===== src/rtl/zmc_intc_pkg.sv =====
// Shared definitions for the zmc interrupt controller: register map, FSM states
// and the VECTOR register layout.
package zmc_intc_pkg;

   localparam int unsigned DATA_W  = 16;
   localparam int unsigned ID_W    = 4;
   localparam int unsigned MAX_SRC = 16;

   localparam logic [1:0] OFS_CTRL    = 2'd0;
   localparam logic [1:0] OFS_ENABLE  = 2'd1;
   localparam logic [1:0] OFS_PENDING = 2'd2;
   localparam logic [1:0] OFS_VECTOR  = 2'd3;

   localparam int unsigned CTRL_GEN_BIT  = 0;
   localparam int unsigned VEC_INSVC_BIT = 15;

   typedef enum logic [1:0] {
      ST_IDLE    = 2'd0,
      ST_REQ     = 2'd1,
      ST_SERVICE = 2'd2
   } state_e;

   // VECTOR read layout: in-service flag on top, source id in the low nibble.
   typedef struct packed {
      logic                            insvc;
      logic [DATA_W-ID_W-2:0]          rsvd;
      logic [ID_W-1:0]                 id;
   } vector_t;

endpackage : zmc_intc_pkg


===== src/rtl/zmc_intc_prio_enc.sv =====
// Lowest-index-wins priority encoder over the masked pending vector.
module zmc_intc_prio_enc
   import zmc_intc_pkg::*;
#(
   parameter int unsigned N_SRC = 8
)(
   input  logic [N_SRC-1:0] req_i,
   output logic [ID_W-1:0]  id_o,
   output logic             valid_o
);

   // Scan from the top down so the lowest set index is the last one written.
   always_comb begin
      id_o    = '0;
      valid_o = 1'b0;
      for (int i = N_SRC - 1; i >= 0; i--) begin
         if (req_i[i]) begin
            id_o    = ID_W'(i);
            valid_o = 1'b1;
         end
      end
   end

endmodule : zmc_intc_prio_enc


===== src/rtl/zmc_intc.sv =====
// zmc interrupt controller: edge-latched sources, fixed-priority request/ack
// handshake to the core, Wishbone register block. ZMC_INTC_SYNC_EN adds input synchronizers.
module zmc_intc
   import zmc_intc_pkg::*;
#(
   parameter int unsigned N_SRC    = 8,
   parameter logic [15:0] BASE_ADR = 16'hFF00
)(
   input  logic              clk,
   input  logic              reset_h,
   input  logic [N_SRC-1:0]  irq_src_h,
   output logic              intr_h,
   input  logic              intr_ack_h,
   input  logic              wb_cyc_i,
   input  logic              wb_stb_i,
   input  logic              wb_we_i,
   input  logic [15:0]       wb_adr_i,
   input  logic [15:0]       wb_dat_i,
   output logic [15:0]       wb_dat_o,
   output logic              wb_ack_o
);

   logic [N_SRC-1:0] src_smp;

`ifdef ZMC_INTC_SYNC_EN
   logic [N_SRC-1:0] sync1_q;
   logic [N_SRC-1:0] sync2_q;

   // Two-flop synchronizer for sources that are asynchronous to clk.
   always_ff @(posedge clk) begin
      if (reset_h) begin
         sync1_q <= '0;
         sync2_q <= '0;
      end else begin
         sync1_q <= irq_src_h;
         sync2_q <= sync1_q;
      end
   end

   assign src_smp = sync2_q;
`else
   assign src_smp = irq_src_h;
`endif

   state_e           state_q, state_d;
   logic             gen_q, gen_d;
   logic [N_SRC-1:0] en_q, en_d;
   logic [N_SRC-1:0] pend_q, pend_d;
   logic [N_SRC-1:0] prev_q, prev_d;
   logic [ID_W-1:0]  vid_q, vid_d;
   logic             intr_q, intr_d;
   logic             ack_q, ack_d;
   logic [15:0]      dat_q, dat_d;

   logic             wb_hit;
   logic             wb_acc;
   logic             wb_wr;
   logic             wb_rd;
   logic [1:0]       ofs;
   logic             eoi;
   logic [N_SRC-1:0] masked;
   logic [N_SRC-1:0] rise;
   logic [N_SRC-1:0] clr;
   logic [ID_W-1:0]  win_id;
   logic             win_vld;
   vector_t          vec;
   logic [15:0]      rdata;
   logic             unused_dat;

   // A strobe held while ack is high is not accepted again, so every access takes two cycles.
   assign wb_hit = wb_cyc_i & wb_stb_i & (wb_adr_i[15:2] == BASE_ADR[15:2]);
   assign wb_acc = wb_hit & ~ack_q;
   assign wb_wr  = wb_acc & wb_we_i;
   assign wb_rd  = wb_acc & ~wb_we_i;
   assign ofs    = wb_adr_i[1:0];
   assign eoi    = wb_wr & (ofs == OFS_VECTOR);

   assign masked = pend_q & en_q;
   assign rise   = src_smp & ~prev_q;

   assign unused_dat = ^wb_dat_i;

   zmc_intc_prio_enc #(
      .N_SRC   (N_SRC)
   ) u_prio_enc (
      .req_i   (masked),
      .id_o    (win_id),
      .valid_o (win_vld)
   );

   // Register readback mux.
   always_comb begin
      vec       = '0;
      vec.insvc = (state_q == ST_SERVICE);
      vec.id    = vid_q;
      rdata     = '0;
      case (ofs)
         OFS_CTRL:    rdata[CTRL_GEN_BIT] = gen_q;
         OFS_ENABLE:  rdata = DATA_W'(en_q);
         OFS_PENDING: rdata = DATA_W'(pend_q);
         OFS_VECTOR:  rdata = vec;
         default:     rdata = '0;
      endcase
   end

   // Next-state: register writes, request FSM and pending bookkeeping.
   always_comb begin
      state_d = state_q;
      gen_d   = gen_q;
      en_d    = en_q;
      prev_d  = src_smp;
      vid_d   = vid_q;
      clr     = '0;
      ack_d   = wb_acc;
      dat_d   = wb_rd ? rdata : 16'h0000;

      if (wb_wr) begin
         case (ofs)
            OFS_CTRL:    gen_d = wb_dat_i[CTRL_GEN_BIT];
            OFS_ENABLE:  en_d  = wb_dat_i[N_SRC-1:0];
            OFS_PENDING: clr   = wb_dat_i[N_SRC-1:0];
            default:     ;
         endcase
      end

      case (state_q)
         ST_IDLE: begin
            if (gen_q && win_vld) state_d = ST_REQ;
         end
         ST_REQ: begin
            if (!gen_q || !win_vld) begin
               state_d = ST_IDLE;
            end else if (intr_ack_h) begin
               state_d = ST_SERVICE;
               vid_d   = win_id;
               clr     = clr | (N_SRC'(1) << win_id);
            end
         end
         ST_SERVICE: begin
            if (eoi) begin
               state_d = ST_IDLE;
               vid_d   = '0;
            end
         end
         default: state_d = ST_IDLE;
      endcase

      // A fresh edge beats any clear landing in the same cycle.
      pend_d = (pend_q & ~clr) | rise;
      intr_d = (state_d == ST_REQ);
   end

   always_ff @(posedge clk) begin
      if (reset_h) begin
         state_q <= ST_IDLE;
         gen_q   <= 1'b0;
         en_q    <= '0;
         pend_q  <= '0;
         prev_q  <= '0;
         vid_q   <= '0;
         intr_q  <= 1'b0;
         ack_q   <= 1'b0;
         dat_q   <= '0;
      end else begin
         state_q <= state_d;
         gen_q   <= gen_d;
         en_q    <= en_d;
         pend_q  <= pend_d;
         prev_q  <= prev_d;
         vid_q   <= vid_d;
         intr_q  <= intr_d;
         ack_q   <= ack_d;
         dat_q   <= dat_d;
      end
   end

   assign intr_h   = intr_q;
   assign wb_ack_o = ack_q;
   assign wb_dat_o = dat_q;

endmodule : zmc_intc

===== config.mk =====
export PLATFORM = sky130hd
export DESIGN_NAME = zmc_intc
export DESIGN_NICKNAME = d
export VERILOG_FILES = /design/src/rtl/zmc_intc_pkg.sv /design/src/rtl/zmc_intc_prio_enc.sv /design/src/rtl/zmc_intc.sv
export SDC_FILE = /design/constraint.sdc
export NUM_CORES = 1
export LEC_CHECK = 0
export CAP_MARGIN = 10
export CORE_MARGIN = 5
export CORE_UTILIZATION = 40
export CTS_CLUSTER_SIZE = 12
export DETAILED_ROUTE_END_ITERATION = 10
export PLACE_DENSITY = 0.79
export SYNTH_ARGS = -nofsm -noshare
export SYNTH_HDL_FRONTEND = slang
export SYNTH_HIERARCHICAL = 1
export SYNTH_SLANG_ARGS = --single-unit

===== constraint.sdc =====
create_clock -name clk -period 1.9 [get_ports clk]
set_input_delay 0.19 -clock clk [delete_from_list [all_inputs] [get_ports clk]]
set_output_delay 0.19 -clock clk [all_outputs]
set_load 0.05 [all_outputs]

==> metrics.cfg, run 1 <==
[synthesis]
synth_cell_types=40
yosysTopAreaCell=dfxtp_1
synth_top_area_share_pct=41.46
synth_edf_count=0
ys_dominant_reg_cell=dfxtp_1
synth_area_leaders=dfxtp_1 41%, nor2b_1 8.3%, a21oi_1 5.2%
avgSynthCellArea_sq_um=8.935
ys_ff_latch=42
syn-instance-count=227
seq_area_frac_synth_pct=41.46
ys_warn_count=6
synth_area_sq_mm=0.002028
synthArstFlopShare_pct=0

[power_and_ir_drop]
seqPwrFrac_pct=53.2
clkPwrFrac_pct=33.9
intPower_uw=1315
p_sw_uw=420.2
ir_worst_vdd_uv=443.6
p_leak_uw=0.001030
powerDensity_mw_per_mm2=612.9
p_sw_share_pct=24.22
pwr-share-comb_pct=12.9

[setup_path]
cp.arrival_ps=2020
critPathCaptureType=flip-flop
required_ps=2080
path_class=flip-flop to flip-flop
crit_fanout=3
critPathLaunchType=flip-flop
critical_path.cell_chain=and2_2, nor2_1, o21ai_0, a211oi_2, nor3b_4, nand3_1, a31oi_1, a21oi_1
slowest_delay_ps=340
cp_top_family=simple AND/OR/NAND/NOR gates
path_buf_inv=0
cp_slowest_cell=dfxtp_1

[global_route]
antenna_found_initial=0
grtUsageMet3_pct=3.548
top_usage_layer=met2
track_usage_pct=16.83
grt_use_met1_pct=21.49
use_met2_pct=28.00
grt_pass1_vias=1798
grt_pass1_wl_um=8535
gr-total-overflow=0
grt_max_degree=15

[final_layout]
antenna_cells=0
area_growth_pct=39.54
drive_above_1_share_pct=19.93
fin_cells=356
nets=331

[detailed_routing]
wl_per_cell_um=14.85
drt_wl_total_um=5287
ant_nets=0
drcViolationCount=0
drt_iter0_drc=221
via_count=1887
dr.pass1.iters=4
vias_per_cell=5.301

[flow_run]
drv_cap=0

[clock_tree]
numCtsBuffers=5
cts_tree=built
cts.sinks=42
cts-root-buf=clkbuf_8
cts.clk_slew.worst_paths_ps=70
hold_buffers=0
insertion_delay_ps=300
cts_buffer_depth=2
cts_max_level=2

[timing]
final-hold-violation-count=0
fin_crit_sh_pct=96.44
fmax_mhz=545.7
slew_headroom_pct=66.62
hold_slack_ps=458.1
worst-slew-pin-transition_ps=499.1
setup_viol=0
final_max_slew_viol_count=0
finClkSkew_ps=8.223
fin_crit_ps=1832

[die]
start_util_pct=40.48
core_sq_mm=0.005010
die_h_um=81.21
dieWidth_um=81.21
io_pins=64
dieArea_sq_mm=0.006594
num_rows=26

[min_path]
holdCritPathClass=primary input to flip-flop

[place]
dpl.hpwl_um=3965
dp_cells=348
gp_congestion=0.8947
portBuffers=48

[status]
run_status=completed

Yosys cell counts, drive strengths merged (2+ instances only):
master and number:
and4b 3, nor3b 2, nand2 8, conb 2
o311ai 4, clkbuf 7, nor2b 28, nand4 5
mux2 3, a22oi 7, o41ai 2, a21oi 21
and3b 5, dfxtp 42, nor3 2, inv 3
buf 12, and2 8, and3 4, and4 2
nand3 18, a31oi 8, nor2 12, o21ai 9
nor4 3
worst register-to-register path, cell delays in order, from the launching register on:
cell,delay (ps)
dfxtp_1,340
and2_2,250
nor2_1,90
o21ai_0,130
a211oi_2,320
nor3b_4,270
nand3_1,100
a31oi_1,170
a21oi_1,60
routing by layer:
layer  wire (um)  up-vias
met5           0        -
met4          99        0
met3         324       12
met2        2584       64
met1        2279      887
li1            -      924
worst paths after layout:
kind                              startpoint         to  slack [ps]  cells past startpoint
worst max-delay path               pend_q[4]  pend_q[2]          70                      8
worst max register to register     pend_q[4]  pend_q[2]          70                      8
worst min register to register       en_q[4]    en_q[4]         490                      2
worst min-delay path            irq_src_h[3]  prev_q[3]         460                      2
through the flow:
| step | setup TNS (ps) | worst slack, ps | total power, uW | utilization (%) | area, sq um |
|---|---|---|---|---|---|
| after detailed placement | -237.9 | -37.35 | 1159 | 52.42 | 2626 |
| after floorplan | 0 | 115.6 | 1050 | - | 2051 |
| final | 0 | 67.56 | 1735 | 56.49 | 2830 |
| after global placement | -27.45 | -7.514 | 1155 | 52.42 | 2626 |
| after global routing | -4.704 | -3.025 | 1805 | 56.49 | 2830 |
| after CTS | 0 | 52.19 | 1741 | 54.50 | 2730 |
cell usage in the layout, fill, tap and decap left out, types with 7 or more instances in the layout:
cell and count:
conb_1 8, a21oi_1 21, nor2_2 7, a31oi_1 8, nor2b_1 26, nand2_1 8
buf_4 15, dfxtp_1 41, o21ai_0 9, nand3_1 16, clkdlybuf4s50_1 48, a22oi_1 7
what timing repair did:
| item | CTS | global route |
|---|---|---|
| pin swaps | 0 | 5 |
| setup buffers | 0 | 0 |
| setup endpoints to repair | 3 | 12 |
| gates resized for setup | 2 | 22 |
flip-flops by register name, indices dropped and copies added (netlist names):
name / flops
vid_q: 4
state_q: 2
wb_ack_o: 1
en_q: 8
gen_q: 1
pend_q: 8
wb_dat_o: 9
intr_h: 1
prev_q: 8
power groups by stage:
stage	sequential [uW]	combinational, uW	clock (uW)
3_3_place_gp	941	215	0
2_1_floorplan	935	114	0
4_1_cts	921	219	601
5_1_grt	925	242	638
6_report	923	224	588
3_5_place_dp	941	218	0
cell type report:
class / instances / area, sq um
tap: 70 / 87.58
sequential: 42 / 842.1
timing repair buffer: 64 / 604.3
clock inverter: 1 / 5.005
inverter: 3 / 11.26
multi-input combinational: 169 / 1194
fill: 452 / 2180
clock buffer: 7 / 86.33
logic make-up after synthesis:
logic type             after synthesis  synth area share [%]
other                                2                0.3703
AND/OR/NAND/NOR                    101                 32.33
buffers and inverters               22                 6.107
multiplexers                         4                 2.776
AO/OA/AOI/OAI                       56                 16.97
flip-flops                          42                 41.46
Note: power is estimated with default switching activity, not from simulation.
==> inputs of run 2 (changes only) <==
--- a/config.mk
+++ b/config.mk
@@ -7,10 +7,10 @@
 export LEC_CHECK = 0
 export CAP_MARGIN = 10
 export CORE_MARGIN = 5
-export CORE_UTILIZATION = 40
+export CORE_UTILIZATION = 35
 export CTS_CLUSTER_SIZE = 12
 export DETAILED_ROUTE_END_ITERATION = 10
-export PLACE_DENSITY = 0.79
+export PLACE_DENSITY = 0.71
 export SYNTH_ARGS = -nofsm -noshare
 export SYNTH_HDL_FRONTEND = slang
 export SYNTH_HIERARCHICAL = 1
==> run 2 against run 1 <==
Against the previous run:
- non-clock buffer count increased by 2
- critical path depth rose by 1
- clock skew down 1.9 ps
- cell area rose by 0.80%
- total power increased by 16%
==> metrics.cfg, run 2 (synthesized netlist as in run 1, its figures left out) <==
[status]
run_status=completed

[power_and_ir_drop]
powerDensity_mw_per_mm2=707.4  ; +15%
p_sw_share_pct=21.31  ; -2.9 points
seqPwrFrac_pct=45.5  ; -7.7 points
intPower_uw=1588  ; +21%
p_sw_uw=430.0  ; +2.3%
ir_worst_vdd_uv=467.7  ; +5.4%
pwr-share-comb_pct=11.6  ; -1.3 points
clkPwrFrac_pct=42.8  ; +8.9 points
p_leak_uw=0.001056  ; +2.6%

[place]
dp_cells=352  ; +1.1%
dpl.hpwl_um=4069  ; +2.6%
portBuffers=48  ; unchanged
gp_congestion=0.9545  ; +6.7%
pre_cts_ws_ps=-49.59  ; -12.24 ps

[clock_tree]
cts_buffer_depth=2  ; unchanged
cts-root-buf=clkbuf_8
cts_tree=built
post_cts_buffers=0  ; unchanged
hold_buffers=0  ; unchanged
cts.clk_slew.worst_paths_ps=80  ; about the same
cts_max_level=2  ; unchanged
numCtsBuffers=5  ; unchanged
cts.sinks=42  ; unchanged
insertion_delay_ps=290  ; about the same
post_cts_resized=0  ; -2

[timing]
finClkSkew_ps=6.292  ; -1.931 ps
fin_ws_ps=57.46  ; -10.09 ps
fmax_mhz=542.7  ; -0.55%
fin_crit_sh_pct=96.98  ; +0.53 points
worst-slew-pin-transition_ps=498.3  ; -0.8292 ps
fin_crit_ps=1843  ; +10.09 ps
setup_viol=0  ; unchanged
final_max_slew_viol_count=0  ; unchanged
slew_headroom_pct=66.68  ; about the same
final-hold-violation-count=0  ; unchanged
setup_tns_ps=0  ; unchanged

[final_layout]
nets=333  ; +0.60%
final_common_cell=clkdlybuf4s50_1
fin_cells=360  ; +1.1%
most-common-layout-cells=48 x clkdlybuf4s50_1, 42 x dfxtp_1, 26 x nor2b_1
seq_area_sq_um=840.8  ; -0.15%
antenna_cells=0  ; unchanged
multiInputGateArea_sq_mm=0.001152  ; -3.5%
largest_reg_flops=9  ; unchanged
drive_above_1_share_pct=20.14  ; +0.21 points
num-fill-cells=534  ; +18%
area_growth_pct=40.65

[die]
io_pins=64  ; unchanged
dieWidth_um=86.13  ; +6.1%
core_sq_mm=0.005574  ; +11%
num_rows=27  ; +3.8%
die_h_um=86.13  ; +6.1%
dieArea_sq_mm=0.007418  ; +12%
start_util_pct=36.39  ; -4.1 points

[setup_path]
path_class=flip-flop to flip-flop
critPathCaptureType=flip-flop
crit_fanout=5  ; +2
critPathLaunchType=flip-flop
required_ps=2090  ; about the same
cp.arrival_ps=2030  ; about the same

[flow_run]
drv_cap=0  ; unchanged

[global_route]
grt_max_degree=17  ; +2
grt_use_met1_pct=18.16  ; -3.3 points
grtUsageMet3_pct=2.594  ; -0.95 points
grt_pass1_vias=1786  ; -0.67%
antenna_found_initial=0  ; unchanged
track_usage_pct=14.33  ; -2.5 points
gr-total-overflow=0  ; unchanged
top_usage_layer=met2
grt_pass1_wl_um=8411  ; -1.5%
use_met2_pct=24.18  ; -3.8 points

[detailed_routing]
dr.pass1.iters=4  ; unchanged
via_count=1870  ; -0.90%
drt_wl_total_um=5208  ; -1.5%
drt_iter0_drc=172  ; -22%
wl_per_cell_um=14.47  ; -2.6%
vias_per_cell=5.194  ; -2.0%
ant_nets=0  ; unchanged
drcViolationCount=0  ; unchanged

[min_path]
holdCritPathClass=primary input to flip-flop

[run 2: cell count changes in the layout (fill, tap and decap cells not counted), moves of 2 or more]
cell       delta
buf_4         +3
bufinv_16     +2
nor3b_2       +2
nor3b_4       -2
[run 2: power by group through the flow]
stage / clock network [uW] / logic, uW / registers, uW
CTS: 882 / 232 / 918
detailed placement: 0 / 231 / 939
global placement: 0 / 227 / 938
global route: 920 / 255 / 922
floorplan: 0 / 114 / 935
finish: 864 / 235 / 919
[run 2: layer usage]
| layer | vias up | part of all wire [%] |
|---|---|---|
| met5 | - | 0 |
| met4 | 0 | 1.4 |
| met3 | 6 | 7.4 |
| met2 | 72 | 49 |
| met1 | 864 | 42 |
| li1 | 928 | - |
[run 2: final timing paths]
path	slack [ps]	from	cells after the start	endpoint
max	60	pend_q[6]	9	pend_q[5]
min	450	irq_src_h[3]	2	prev_q[3]
max reg2reg	60	pend_q[6]	9	pend_q[5]
min reg2reg	490	en_q[0]	2	en_q[0]
[run 2: cell type report]
cell class | count | share of cell area, %
Timing Repair Buffer | 66 | 21.58
Clock buffer | 6 | 2.895
Tap cell | 72 | 3.158
Multi-Input combinational cell | 169 | 40.39
Sequential cell | 42 | 29.47
Inverter | 3 | 0.3947
Clock inverter | 2 | 2.105
[run 2: metrics by stage]
stage	power, uW	hold WS [ps]	cell area, sq um	utilization, %
final	2018	451.9	2853	51.18
after global routing	2097	458.6	2853	51.18
after CTS	2033	444.1	2786	49.99
after detailed placement	1170	483.9	2644	47.43
after global placement	1165	467.1	2644	47.43
after floorplan	1050	269.1	2051	-
[run 2: critical path, stage by stage, from the launching register on]
cell and delay [ps]:
dfxtp_1 350, and2_4 180, inv_1 60, a21oi_1 70, o41ai_1 300, buf_4 210, nor3b_2 190, nand3_1 130
a31oi_2 200, a21oi_1 50
